--- config.mk ---
export PLATFORM = sky130hd
export DESIGN_NAME = spin_readout
export DESIGN_NICKNAME = d
export VERILOG_FILES = /design/src/rtl/spin_readout_pkg.sv /design/src/rtl/spin_readout_osc_synchronizer.sv /design/src/rtl/spin_readout.sv
export SDC_FILE = /design/constraint.sdc
export NUM_CORES = 1
export LEC_CHECK = 0
export ABC_AREA = 1
export CAP_MARGIN = 20
export CORE_MARGIN = 2
export CORE_UTILIZATION = 50
export DETAILED_ROUTE_END_ITERATION = 7
export GPL_ROUTABILITY_DRIVEN = 0
export PLACE_DENSITY_LB_ADDON = 0.12
export SETUP_SLACK_MARGIN = 0.2
export SYNTH_ARGS = -nofsm -noshare
export SYNTH_HDL_FRONTEND = slang
export SYNTH_HIERARCHICAL = 1
export SYNTH_SLANG_ARGS = --single-unit
--- constraint.sdc ---
create_clock -name clk -period 2.54 [get_ports clk]
set_clock_uncertainty 0.05 [all_clocks]
set_input_delay 0.508 -clock clk [delete_from_list [all_inputs] [get_ports clk]]
set_output_delay 0.508 -clock clk [all_outputs]
set_load 0.005 [all_outputs]
--- src/rtl/spin_readout_pkg.sv ---
// Shared definitions for the spin readout stage: FSM encoding and width helpers.
package spin_readout_pkg;

  localparam logic [1:0] ST_IDLE   = 2'd0;
  localparam logic [1:0] ST_SETTLE = 2'd1;
  localparam logic [1:0] ST_SAMPLE = 2'd2;
  localparam logic [1:0] ST_DONE   = 2'd3;

  typedef enum logic [1:0] {
    IDLE   = ST_IDLE,
    SETTLE = ST_SETTLE,
    SAMPLE = ST_SAMPLE,
    DONE   = ST_DONE
  } state_t;

  // Mismatch counters must hold the full window count (0..WINDOW).
  function automatic int cnt_width(input int window);
    return $clog2(window + 1);
  endfunction

  // Timer counts 0..max(SETTLE_CYCLES, WINDOW)-1; keep at least one bit.
  function automatic int timer_width(input int settle, input int window);
    int m;
    m = (settle > window) ? settle : window;
    return (m < 2) ? 1 : $clog2(m);
  endfunction

endpackage

--- src/rtl/spin_readout_osc_synchronizer.sv ---
// Multi-flop synchroniser for the asynchronous oscillator outputs; every bit
// sees the same latency so relative phase between bits is preserved.
module osc_synchronizer #(
  parameter int WIDTH  = 1,
  parameter int STAGES = 2
) (
  input  logic             clk,
  input  logic             rstn,
  input  logic [WIDTH-1:0] d,
  output logic [WIDTH-1:0] q
);

  logic [WIDTH-1:0] stage_reg [STAGES];

  always_ff @(posedge clk or negedge rstn) begin
    if (!rstn) begin
      for (int k = 0; k < STAGES; k++) stage_reg[k] <= '0;
    end else begin
      stage_reg[0] <= d;
      for (int k = 1; k < STAGES; k++) stage_reg[k] <= stage_reg[k-1];
    end
  end

  assign q = stage_reg[STAGES-1];

endmodule

--- src/rtl/spin_readout.sv ---
// Sequences one anneal run of the oscillator matrix and decides each spin
// from its phase relative to oscillator 0 by majority over a sample window.
module spin_readout
  import spin_readout_pkg::*;
#(
  parameter int N             = 3,
  parameter int SETTLE_CYCLES = 64,
  parameter int WINDOW        = 32,
  parameter int SYNC_STAGES   = 2
) (
  input  logic         clk,
  input  logic         rstn,
  input  logic         start,
  input  logic [N-1:0] osc_in,
  output logic         core_rstn,
  output logic         busy,
  output logic         spins_valid,
  input  logic         spins_ready,
  output logic [N-1:0] spins
);

  localparam int CW = cnt_width(WINDOW);
  localparam int TW = timer_width(SETTLE_CYCLES, WINDOW);

  state_t        state_reg;
  logic [TW-1:0] timer_reg;
  logic          core_rstn_reg;
  logic          busy_reg;
  logic          valid_reg;
  logic [N-1:0]  spins_reg;
  logic [CW-1:0] cnt_reg [1:N-1];

  logic [N-1:0]  s;
  logic [CW-1:0] fcnt [1:N-1];
  logic [N-1:0]  spin_next;

  osc_synchronizer #(
    .WIDTH  (N),
    .STAGES (SYNC_STAGES)
  ) u_sync (
    .clk  (clk),
    .rstn (rstn),
    .d    (osc_in),
    .q    (s)
  );

  // Per-lane count including the current sample; on the last window edge this
  // is the final tally, so the decision needs no extra cycle.
  assign spin_next[0] = 1'b0;
  for (genvar gi = 1; gi < N; gi++) begin : g_lane
    assign fcnt[gi]      = cnt_reg[gi] + CW'(s[gi] ^ s[0]);
    assign spin_next[gi] = (fcnt[gi] > CW'(WINDOW / 2));
  end

  always_ff @(posedge clk or negedge rstn) begin
    if (!rstn) begin
      state_reg     <= IDLE;
      timer_reg     <= '0;
      core_rstn_reg <= 1'b0;
      busy_reg      <= 1'b0;
      valid_reg     <= 1'b0;
      spins_reg     <= '0;
      for (int i = 1; i < N; i++) cnt_reg[i] <= '0;
    end else begin
      case (state_reg)
        IDLE: begin
          if (start) begin
            state_reg     <= SETTLE;
            core_rstn_reg <= 1'b1;
            busy_reg      <= 1'b1;
            timer_reg     <= '0;
          end
        end
        SETTLE: begin
          if (timer_reg == TW'(SETTLE_CYCLES - 1)) begin
            state_reg <= SAMPLE;
            timer_reg <= '0;
            for (int i = 1; i < N; i++) cnt_reg[i] <= '0;
          end else begin
            timer_reg <= timer_reg + TW'(1);
          end
        end
        SAMPLE: begin
          for (int i = 1; i < N; i++) cnt_reg[i] <= fcnt[i];
          if (timer_reg == TW'(WINDOW - 1)) begin
            state_reg <= DONE;
            spins_reg <= spin_next;
            valid_reg <= 1'b1;
            busy_reg  <= 1'b0;
            timer_reg <= '0;
          end else begin
            timer_reg <= timer_reg + TW'(1);
          end
        end
        DONE: begin
          if (spins_ready) begin
            state_reg     <= IDLE;
            valid_reg     <= 1'b0;
            core_rstn_reg <= 1'b0;
          end
        end
        default: state_reg <= IDLE;
      endcase
    end
  end

  assign core_rstn   = core_rstn_reg;
  assign busy        = busy_reg;
  assign spins_valid = valid_reg;
  assign spins       = spins_reg;

endmodule

==> impl_metrics.py, run 1 <==
metrics = {
    "yosys": {
        "synthAdderAreaFrac_pct": 7.34,
        "synth_xor_area_share_pct": 2.57,
        "syn-num-nets": 236,
        "ys_types": 23,
        "synth_top_area_share_pct": 45.5,
        "synth_seq_cells": 31,
        "syn_area_mm2": 0.00171,
        "synth-seq-area-share_pct": 45.5,
        "synth.area.mux_share_pct": 0,
        "avgSynthCellArea_um2": 7.79,
        "synth_top_family_by_area": "simple AND/OR/NAND/NOR gates",
        "synth-simple-area-share_pct": 25.7,
        "synth_enable_flop_cells": 0,
        "yosys_warnings": 6,
        "synth_common_cells": "74 x nand2_1, 36 x inv_1, 31 x dfrtp_1",
        "synth_most_common_cell": "nand2_1",
        "synth_compound_area_share_pct": 8.36,
        "synth_cells": 219,
        "ys_top_cells_by_area": "dfrtp_1 45%, nand2_1 16%, inv_1 7.9%",
        "synth_top_area_cell": "dfrtp_1",
        "synth_flop_cell": "dfrtp_1",
        "ys_async_sr_fraction_pct": 100,
    },
    "clock_tree": {
        "htree_levels": 2,
        "root_buffer": "clkbuf_4",
        "cts_tree": "built",
        "clk_path_buf_depth": 2,
        "clk_pin_slew_worst_paths_ns": 0.09,
        "post_cts_resized": 0,
        "clock_sinks": 31,
        "numCtsBuffers": 5,
        "post_cts_buffers": 0,
        "cts_hold_buf": 0,
        "clk_latency_ns": 0.33,
    },
    "setup_path": {
        "cp_slowest_cell": "clkdlybuf4s50_1",
        "required_ns": 1.98,
        "r2r_slack_ns": 0.79,
        "path_class": "reg -> out",
        "cp_num_buf_inv": 1,
        "end_kind": "output pin",
        "cp_cell_sequence": "clkdlybuf4s50_1",
        "r2r_cells": 6,
        "r2r_start": "state_reg[0]$_DFFE_PN0P_",
        "startpoint_type": "register",
        "max_stage_delay_ns": 0.51,
        "cp_top_family": "buffers and inverters",
        "r2r-end": "cnt_reg[0]$_DFFE_PN0P_",
        "path_max_fanout": 3,
        "arrival_ns": 1.21,
    },
    "sta": {
        "fmaxAchievable_mhz": 565,
        "setup_tns_ns": 0,
        "setup_viol": 0,
        "layout_min_cycle_time_ns": 1.77,
        "rsz0062_at_grt": "false",
        "slew_violations": 0,
        "hold_violations": 0,
        "finalCritPeriodShare_pct": 69.7,
    },
    "final_layout": {
        "drive_gt1_share_pct": 5.58,
        "diodes": 0,
        "largest_reg_flops": 12,
        "fill_cells": 324,
        "layout-area-overhead-vs-synth_pct": 11.4,
        "final_cell_count_no_fill": 279,
        "fin_nets": 250,
    },
    "floorplan": {
        "rows": 21,
        "die_w_um": 62.4,
        "die_height_um": 62.4,
        "fp.dieArea_mm2": 0.00389,
        "io_pins": 13,
        "coreArea_mm2": 0.00331,
        "initial_core_util_pct": 51.5,
    },
    "drt": {
        "drc": 0,
        "post_drt_wl_per_cell_um": 11.2,
        "drtIter0Drc": 105,
        "ant_nets": 0,
        "routed-via-count": 1355,
        "dr.pass1.iters": 4,
        "routed_wl_um": 3130,
        "via_per_inst": 4.86,
    },
    "global_route": {
        "overflow": 0,
        "groute.usage.overall_pct": 18.6,
        "first_global_vias": 1405,
        "antenna_found_initial": 0,
        "grt_pass1_wl_um": 5800,
        "grt_max_degree": 32,
    },
    "place": {
        "portBuffers": 11,
        "detailed_place_hpwl_um": 2390,
        "dp_cells": 272,
    },
    "min_path": {
        "hold_path_startpoint": "u_sync/stage_reg[4]$_DFF_PN0_",
        "min_path_cells": 0,
        "worstHoldEndpoint": "u_sync/q[1]$_DFF_PN0_",
        "worstHoldPathType": "reg -> reg",
    },
    "power_and_ir_drop": {
        "power.density_mw_per_mm2": 843,
        "peakVddDrop_v": 0.000607,
        "cellLeakagePower_nw": 0.967,
    },
    "run": {
        "cap_violations": 0,
    },
    "outcome": {
        "status": "finished clean",
    },
}
through the flow:
| stage | instance area (µm²) | setup WS, ns | power [mW] | utilization [%] | hold WS (ns) |
|---|---|---|---|---|---|
| 2_1_floorplan | 1710 | 0.919 | 1.14 | - | 0.162 |
| 3_3_place_gp | 1840 | 0.783 | 1.32 | 55.7 | 0.282 |
| 3_5_place_dp | 1840 | 0.729 | 1.33 | 55.7 | 0.286 |
| 4_1_cts | 1900 | 0.746 | 1.63 | 57.4 | 0.306 |
| 5_1_grt | 1900 | 0.567 | 1.77 | 57.4 | 0.321 |
| 6_report | 1900 | 0.769 | 1.60 | 57.4 | 0.304 |
where the power goes:
part	leakage (nW)	total, mW	internal [mW]	switching, mW
clock	0.0341	0.288	0.128	0.160
sequential	0.405	0.650	0.578	0.0719
combinational	0.528	0.663	0.244	0.419
total	0.967	1.60	0.950	0.651
routing by layer:
layer	track usage, %	part of all wire [%]
met1	21.4	45
met2	33.6	51
met3	5.59	3.4
met4	5.00	0.64
met5	0	0
worst max-delay path by stage:
stage / start / end / slack [ns] / depth (start not counted)
after detailed placement: start / timer_reg[3]$_DFFE_PN0P_ / 0.73 / 7
after global routing: u_sync/q[0]$_DFF_PN0_ / spins[2]$_DFFE_PN0P_ / 0.57 / 7
final: spins_valid$_DFFE_PN0P_ / spins_valid / 0.77 / 1
after CTS: spins_valid$_DFFE_PN0P_ / spins_valid / 0.75 / 1
after floorplan: u_sync/q[0]$_DFF_PN0_ / spins[2]$_DFFE_PN0P_ / 0.92 / 8
after global placement: start / timer_reg[2]$_DFFE_PN0P_ / 0.78 / 8
cell usage in the layout (no fill, tap or decap), types with 2 or more instances in the layout:
master,n
dfrtp_1,31
nand4_1,2
xor2_1,4
o21ai_0,6
nor2_1,12
ha_1,10
o211ai_1,2
nand3_1,16
o21ai_1,6
nand2_1,74
o21bai_1,2
clkdlybuf4s50_1,11
inv_1,36
clkbuf_4,5
a21oi_1,4
cell type report:
cell class,count,area [µm²],area share (%)
Timing Repair Buffer,12,118,6.19
Clock inverter,1,5.00,0.264
Inverter,37,139,7.31
Clock buffer,6,51.3,2.70
Sequential cell,31,776,40.8
Multi-Input combinational cell,146,753,39.7
Tap cell,46,57.6,3.03
cell families (layout without fill, tap and decap cells):
kind of cell	Yosys count	in the layout
AOI/OAI and AO/OA	23	23
xor gates and xnor gates	5	5
adders and majority gates	10	10
buffers and inverters	42	56
DFF	31	31
other	1	1
and+or+nand+nor	107	107
Note: power is estimated with default switching activity, not from simulation.
==> run 2, diff against run 1 <==
==> constraint.sdc (replaced) <==
create_clock -name clk -period 1.5 [get_ports clk]
set_clock_uncertainty 0.05 [all_clocks]
set_input_delay 0.3 -clock clk [delete_from_list [all_inputs] [get_ports clk]]
set_output_delay 0.3 -clock clk [all_outputs]
set_load 0.005 [all_outputs]
==> run 2 against run 1 <==
The run now ends with setup timing left. First-iteration DRC count fell by 18%. Flip-flop and latch count is the same. Sequential share of layout area fell by 9.2 points. Register-to-register slack got worse by 0.90 ns. Setup slack lost 0.88 ns.
==> impl_metrics.py, run 2 (synthesis results as in run 1) <==
metrics = {
    "outcome": {
        "status": "finished, violations left",
        "violations": "setup timing",
    },
    "clock_tree": {
        "cts_tree": "built",
        "numCtsBuffers": 5,
        "clock_sinks": 31,
        "clk_latency_ns": 0.33,
        "clk_path_buf_depth": 2,
        "root_buffer": "clkbuf_4",
        "clk_pin_slew_worst_paths_ns": 0.10,
        "htree_levels": 2,
    },
    "setup_path": {
        "path_class": "reg -> reg",
        "r2r-end": "spins[2]$_DFFE_PN0P_",
        "path_depth": 10,
        "max_stage_delay_ns": 0.41,
        "r2r_start": "u_sync/q[0]$_DFF_PN0_",
        "cp_slowest_cell": "dfrtp_1",
        "r2r_cells": 10,
        "path_max_fanout": 3,
        "end_kind": "register",
        "required_ns": 1.69,
        "cp_cell_sequence": "xor2_1 -> ha_2 -> ha_4 -> inv_2 -> nand2_2 -> nand2_2 -> nor2_1 -> nand2_1 -> nand2_1 -> a21oi_2",
        "startpoint_type": "register",
        "cp_num_buf_inv": 1,
        "cp_top_family": "simple AND/OR/NAND/NOR gates",
        "r2r_slack_ns": -0.11,
        "arrival_ns": 1.79,
    },
    "global_route": {
        "first_global_vias": 1431,
        "groute.usage.overall_pct": 21.2,
        "grt_pass1_wl_um": 6450,
        "overflow": 0,
        "grt_max_degree": 32,
        "antenna_found_initial": 0,
    },
    "floorplan": {
        "die_w_um": 62.4,
        "initial_core_util_pct": 51.5,
        "io_pins": 13,
        "fp.dieArea_mm2": 0.00389,
        "coreArea_mm2": 0.00331,
        "die_height_um": 62.4,
        "rows": 21,
    },
    "drt": {
        "drtIter0Drc": 86,
        "met1Wirelength_um": 1750,
        "via_per_inst": 4.98,
        "route.met3.wl_um": 106,
        "post_drt_wl_per_cell_um": 13.3,
        "routed-via-count": 1513,
        "wl_met2_um": 2120,
        "ant_nets": 0,
        "top_layer_used": "met4",
        "drc": 0,
        "dr.pass1.iters": 4,
        "routed_wl_um": 4050,
    },
    "place": {
        "dp_worst_setup_slack_ns": -0.0909,
        "dp_cells": 277,
        "detailed_place_hpwl_um": 2310,
        "portBuffers": 11,
    },
    "min_path": {
        "worstHoldPathType": "in -> async",
    },
    "power_and_ir_drop": {
        "intPower_mw": 2.25,
        "total_power_mw": 4.04,
        "power.density_mw_per_mm2": 1640,
        "power_frac_comb_pct": 59.2,
        "switching_share_pct": 44.2,
        "cellLeakagePower_nw": 1.14,
        "peakVddDrop_v": 0.00124,
        "p_sw_mw": 1.79,
        "pwr-share-seq_pct": 29.0,
        "power_frac_clock_pct": 11.8,
    },
    "final_layout": {
        "fin_nets": 274,
        "regArea_um2": 778,
        "drive_gt1_share_pct": 42.2,
        "layout-area-overhead-vs-synth_pct": 44.1,
        "final_cell_mix": "51 x nand2_1, 29 x dfrtp_1, 27 x inv_1",
        "utilization_pct": 74.2,
        "fill_cells": 240,
        "multiInputGateArea_mm2": 0.00111,
        "diodes": 0,
        "largest_reg_flops": 12,
        "final_cell_count_no_fill": 304,
        "final_common_cell": "nand2_1",
    },
    "sta": {
        "fmaxAchievable_mhz": 622,
        "layout_min_cycle_time_ns": 1.61,
        "final.setup.worst_slack_ns": -0.107,
        "finalCritPeriodShare_pct": 107,
        "rsz0062_at_grt": "true",
        "setup_viol": 4,
        "setup_tns_ns": -0.210,
        "hold_violations": 0,
        "slew_violations": 0,
    },
    "run": {
        "cap_violations": 0,
    },
}
## run 2: cell types whose count changed in the layout (fill, tap and decap cells not counted), sizes merged
cell | previous run | this run
buf | 1 | 25
clkbuf | 6 | 10
clkdlybuf4s50 | 11 | 6
clkinvlp | 0 | 1
nand2 | 75 | 76
## run 2: layout make-up
class / instances / share of cell area [%]
inverter: 37 / 6.06
clock inverter: 2 / 0.509
timing repair buffer: 35 / 12.7
clock buffer: 6 / 1.68
sequential: 31 / 31.7
multi-input combinational: 147 / 45.0
tap: 46 / 2.34
## run 2: repair_timing
item	CTS	global route
endpoints found under the setup margin	30	29
setup buffers	11	7
resized for setup	54	43
pin swaps	18	25
gates cloned	1	0
hold buffers	0	0
## run 2: routing by layer
layer / vias up / GRT usage (%)
met5: - / 0
met1: 728 / 26.0
met2: 27 / 35.8
met3: 8 / 4.68
met4: 0 / 9.44
li1: 750 / -
## run 2: how the worst max path moves through the flow
stage,from,to,slack (ns)
4_1_cts,u_sync/q[1]$_DFF_PN0_,spins[1]$_DFFE_PN0P_,-0.03
3_3_place_gp,u_sync/q[0]$_DFF_PN0_,spins[1]$_DFFE_PN0P_,-0.06
5_1_grt,u_sync/q[0]$_DFF_PN0_,spins[2]$_DFFE_PN0P_,-0.24
3_5_place_dp,start,timer_reg[3]$_DFFE_PN0P_,-0.09
6_report,u_sync/q[0]$_DFF_PN0_,spins[2]$_DFFE_PN0P_,-0.11
2_1_floorplan,u_sync/q[0]$_DFF_PN0_,spins[1]$_DFFE_PN0P_,-0.03
## run 2: worst register-to-register path, cell delays in order, from the launching register on
cell and delay (ns):
dfrtp_1 0.41, xor2_1 0.17, ha_2 0.23, ha_4 0.15, inv_2 0.04, nand2_2 0.05
nand2_2 0.06, nor2_1 0.15, nand2_1 0.07, nand2_1 0.08, a21oi_2 0.05
## run 2: power by group through the flow
stage	sequential (mW)	clock, mW	combinational, mW
after floorplan	1.11	0	0.981
after global placement	1.12	0	1.33
after CTS	1.16	0.490	1.93
after global routing	1.19	0.543	2.59
after detailed placement	1.14	0	1.35
final	1.17	0.477	2.39
## run 2: stage by stage
step,area (µm²),hold WS [ns]
2_1_floorplan,1810,-0.0456
3_3_place_gp,1990,0.292
3_5_place_dp,1990,0.289
4_1_cts,2280,0.272
5_1_grt,2460,0.274
6_report,2460,0.271
==> run 3, diff against run 2 <==
--- a/config.mk
+++ b/config.mk
@@ -7,7 +7,6 @@
 export LEC_CHECK = 0
 export ABC_AREA = 1
 export CAP_MARGIN = 20
-export CORE_MARGIN = 2
 export CORE_UTILIZATION = 50
 export DETAILED_ROUTE_END_ITERATION = 7
 export GPL_ROUTABILITY_DRIVEN = 0
==> run 3 against run 2 <==
The flow still finishes with violations (setup timing). Setup slack gained 0.051 ns. Total power grew 10%. Combinational power grew 6%. Wire length grew 11%. Clock power grew 51%. Global-route usage grew 6.8 points. Die area shrank 6.3%. Register-to-register slack gained 0.05 ns. Maximum frequency grew 3.3%. Core utilization grew 3.7 points. First-iteration DRC count shrank 36%. Critical path depth is the same. Critical endpoint unchanged. Largest cell class unchanged.
==> impl_metrics.py, run 3 (synthesis results as in run 1) <==
metrics = {
    "outcome": {
        "status": "finished, violations left",
        "violations": "setup timing",
    },
    "place": {
        "dp_cells": 273,
        "dp_worst_setup_slack_ns": -0.0716,
        "portBuffers": 11,
        "detailed_place_hpwl_um": 2330,
    },
    "setup_path": {
        "path_max_fanout": 3,
        "r2r_cells": 10,
        "end_kind": "register",
        "max_stage_delay_ns": 0.41,
        "required_ns": 1.69,
        "r2r_slack_ns": -0.06,
        "r2r-end": "spins[2]$_DFFE_PN0P_",
        "path_class": "reg -> reg",
        "cp_num_buf_inv": 1,
        "worstSetupStartpoint": "u_sync/q[0]$_DFF_PN0_",
        "cp_cell_sequence": "xor2_1 -> ha_2 -> ha_4 -> inv_1 -> nand2_1 -> nand2_2 -> nor2_2 -> nand2_1 -> nand2_1 -> a21oi_1",
        "path_depth": 10,
        "cp_slowest_cell": "dfrtp_1",
        "crit_path_end": "spins[2]$_DFFE_PN0P_",
        "startpoint_type": "register",
        "cp_common_cell": "nand2_1",
        "arrival_ns": 1.75,
        "cp_top_family": "flip-flops",
        "r2r_start": "u_sync/q[0]$_DFF_PN0_",
    },
    "global_route": {
        "grt_pass1_wl_um": 7170,
        "groute.usage.overall_pct": 28.0,
        "antenna_found_initial": 0,
        "overflow": 0,
        "first_global_vias": 1572,
        "grt_max_degree": 32,
    },
    "final_layout": {
        "fin_nets": 269,
        "diodes": 0,
        "multiInputGateArea_mm2": 0.00112,
        "final_cell_count_no_fill": 297,
        "final_common_cell": "nand2_1",
        "utilization_pct": 77.9,
        "drive_gt1_share_pct": 39.5,
        "regArea_um2": 779,
        "final_cell_mix": "52 x nand2_1, 28 x inv_1, 28 x dfrtp_1",
        "layout-area-overhead-vs-synth_pct": 44.1,
        "largest_reg_flops": 12,
        "fill_cells": 214,
    },
    "drt": {
        "post_drt_wl_per_cell_um": 15.1,
        "routed-via-count": 1516,
        "dr.pass1.iters": 4,
        "drtIter0Drc": 55,
        "routed_wl_um": 4470,
        "drc": 0,
        "via_per_inst": 5.10,
        "ant_nets": 0,
    },
    "clock_tree": {
        "cts_hold_buf": 0,
        "clk_pin_slew_worst_paths_ns": 0.11,
        "root_buffer": "clkbuf_4",
        "numCtsBuffers": 5,
        "clk_path_buf_depth": 2,
        "clk_latency_ns": 0.35,
        "cts_tree": "built",
        "clock_sinks": 31,
        "htree_levels": 2,
    },
    "min_path": {
        "worstHoldPathType": "in -> async",
    },
    "floorplan": {
        "initial_core_util_pct": 54.1,
        "fp.dieArea_mm2": 0.00365,
        "io_pins": 13,
        "coreArea_mm2": 0.00315,
        "die_w_um": 60.4,
        "die_height_um": 60.4,
        "rows": 20,
    },
    "sta": {
        "final.setup.worst_slack_ns": -0.0558,
        "setup_tns_ns": -0.236,
        "layout_min_cycle_time_ns": 1.56,
        "hold_violations": 0,
        "fmaxAchievable_mhz": 643,
        "slew_violations": 0,
        "finalCritPeriodShare_pct": 104,
        "setup_viol": 8,
        "worst_hold_slack_ns": 0.260,
        "rsz0062_at_grt": "true",
    },
    "power_and_ir_drop": {
        "power_frac_clock_pct": 16.2,
        "power_frac_comb_pct": 57.2,
        "peakVddDrop_v": 0.00140,
        "cellLeakagePower_nw": 1.14,
        "switching_share_pct": 44.2,
        "power.density_mw_per_mm2": 1810,
        "pwr-share-seq_pct": 26.6,
        "p_sw_mw": 1.97,
        "intPower_mw": 2.48,
    },
    "run": {
        "cap_violations": 0,
    },
}
-- run 3: changes by cell type in the layout (fill, tap and decap cells not counted), sizes merged --
cell      delta
clkinvlp     -1
buf          -2
clkbuf       -3
bufinv       +1
-- run 3: worst min path at each step --
stage	from	to	slack [ns]	depth (start not counted)
after global routing	rstn	u_sync/q[0]$_DFF_PN0_	0.25	2
after detailed placement	u_sync/stage_reg[4]$_DFF_PN0_	u_sync/q[1]$_DFF_PN0_	0.29	0
after floorplan	rstn	busy$_DFFE_PN0P_	-0.05	0
after global placement	u_sync/stage_reg[4]$_DFF_PN0_	u_sync/q[1]$_DFF_PN0_	0.28	0
final	rstn	cnt_reg[10]$_DFFE_PN0P_	0.26	2
after CTS	rstn	u_sync/q[0]$_DFF_PN0_	0.27	2
-- run 3: cell type report --
cell class                 count  area share (%)
tap                           44            2.24
sequential                    31            31.7
clock buffer                   6            2.09
clock inverter                 2            1.43
timing repair buffer          30            10.8
multi-input combinational    147            45.5
inverter                      37            6.16
-- run 3: through the flow --
step / power, mW / instance area [µm²]
5_1_grt: 4.69 / 2460
3_3_place_gp: 2.43 / 1970
4_1_cts: 3.98 / 2340
3_5_place_dp: 2.47 / 1970
6_report: 4.44 / 2460
2_1_floorplan: 2.09 / 1810
-- run 3: power by group through the flow --
stage	combinational (mW)	sequential, mW	clock [mW]
after floorplan	0.981	1.11	0
after global placement	1.30	1.13	0
after detailed placement	1.32	1.14	0
after CTS	2.10	1.17	0.720
after global routing	2.72	1.20	0.770
final	2.54	1.18	0.718
-- run 3: layer usage --
layer	global-route usage, %	part of all wire, %
met1	30.7	39
met2	51.2	55
met3	6.61	3.1
met4	12.0	2.6
met5	0	0
-- run 3: timing repair --
| action | CTS | global route |
|---|---|---|
| cloned | 1 | 0 |
| pin swaps | 28 | 23 |
| gates resized for setup | 73 | 27 |
| setup buffers | 12 | 3 |
| setup endpoints to repair | 30 | 26 |
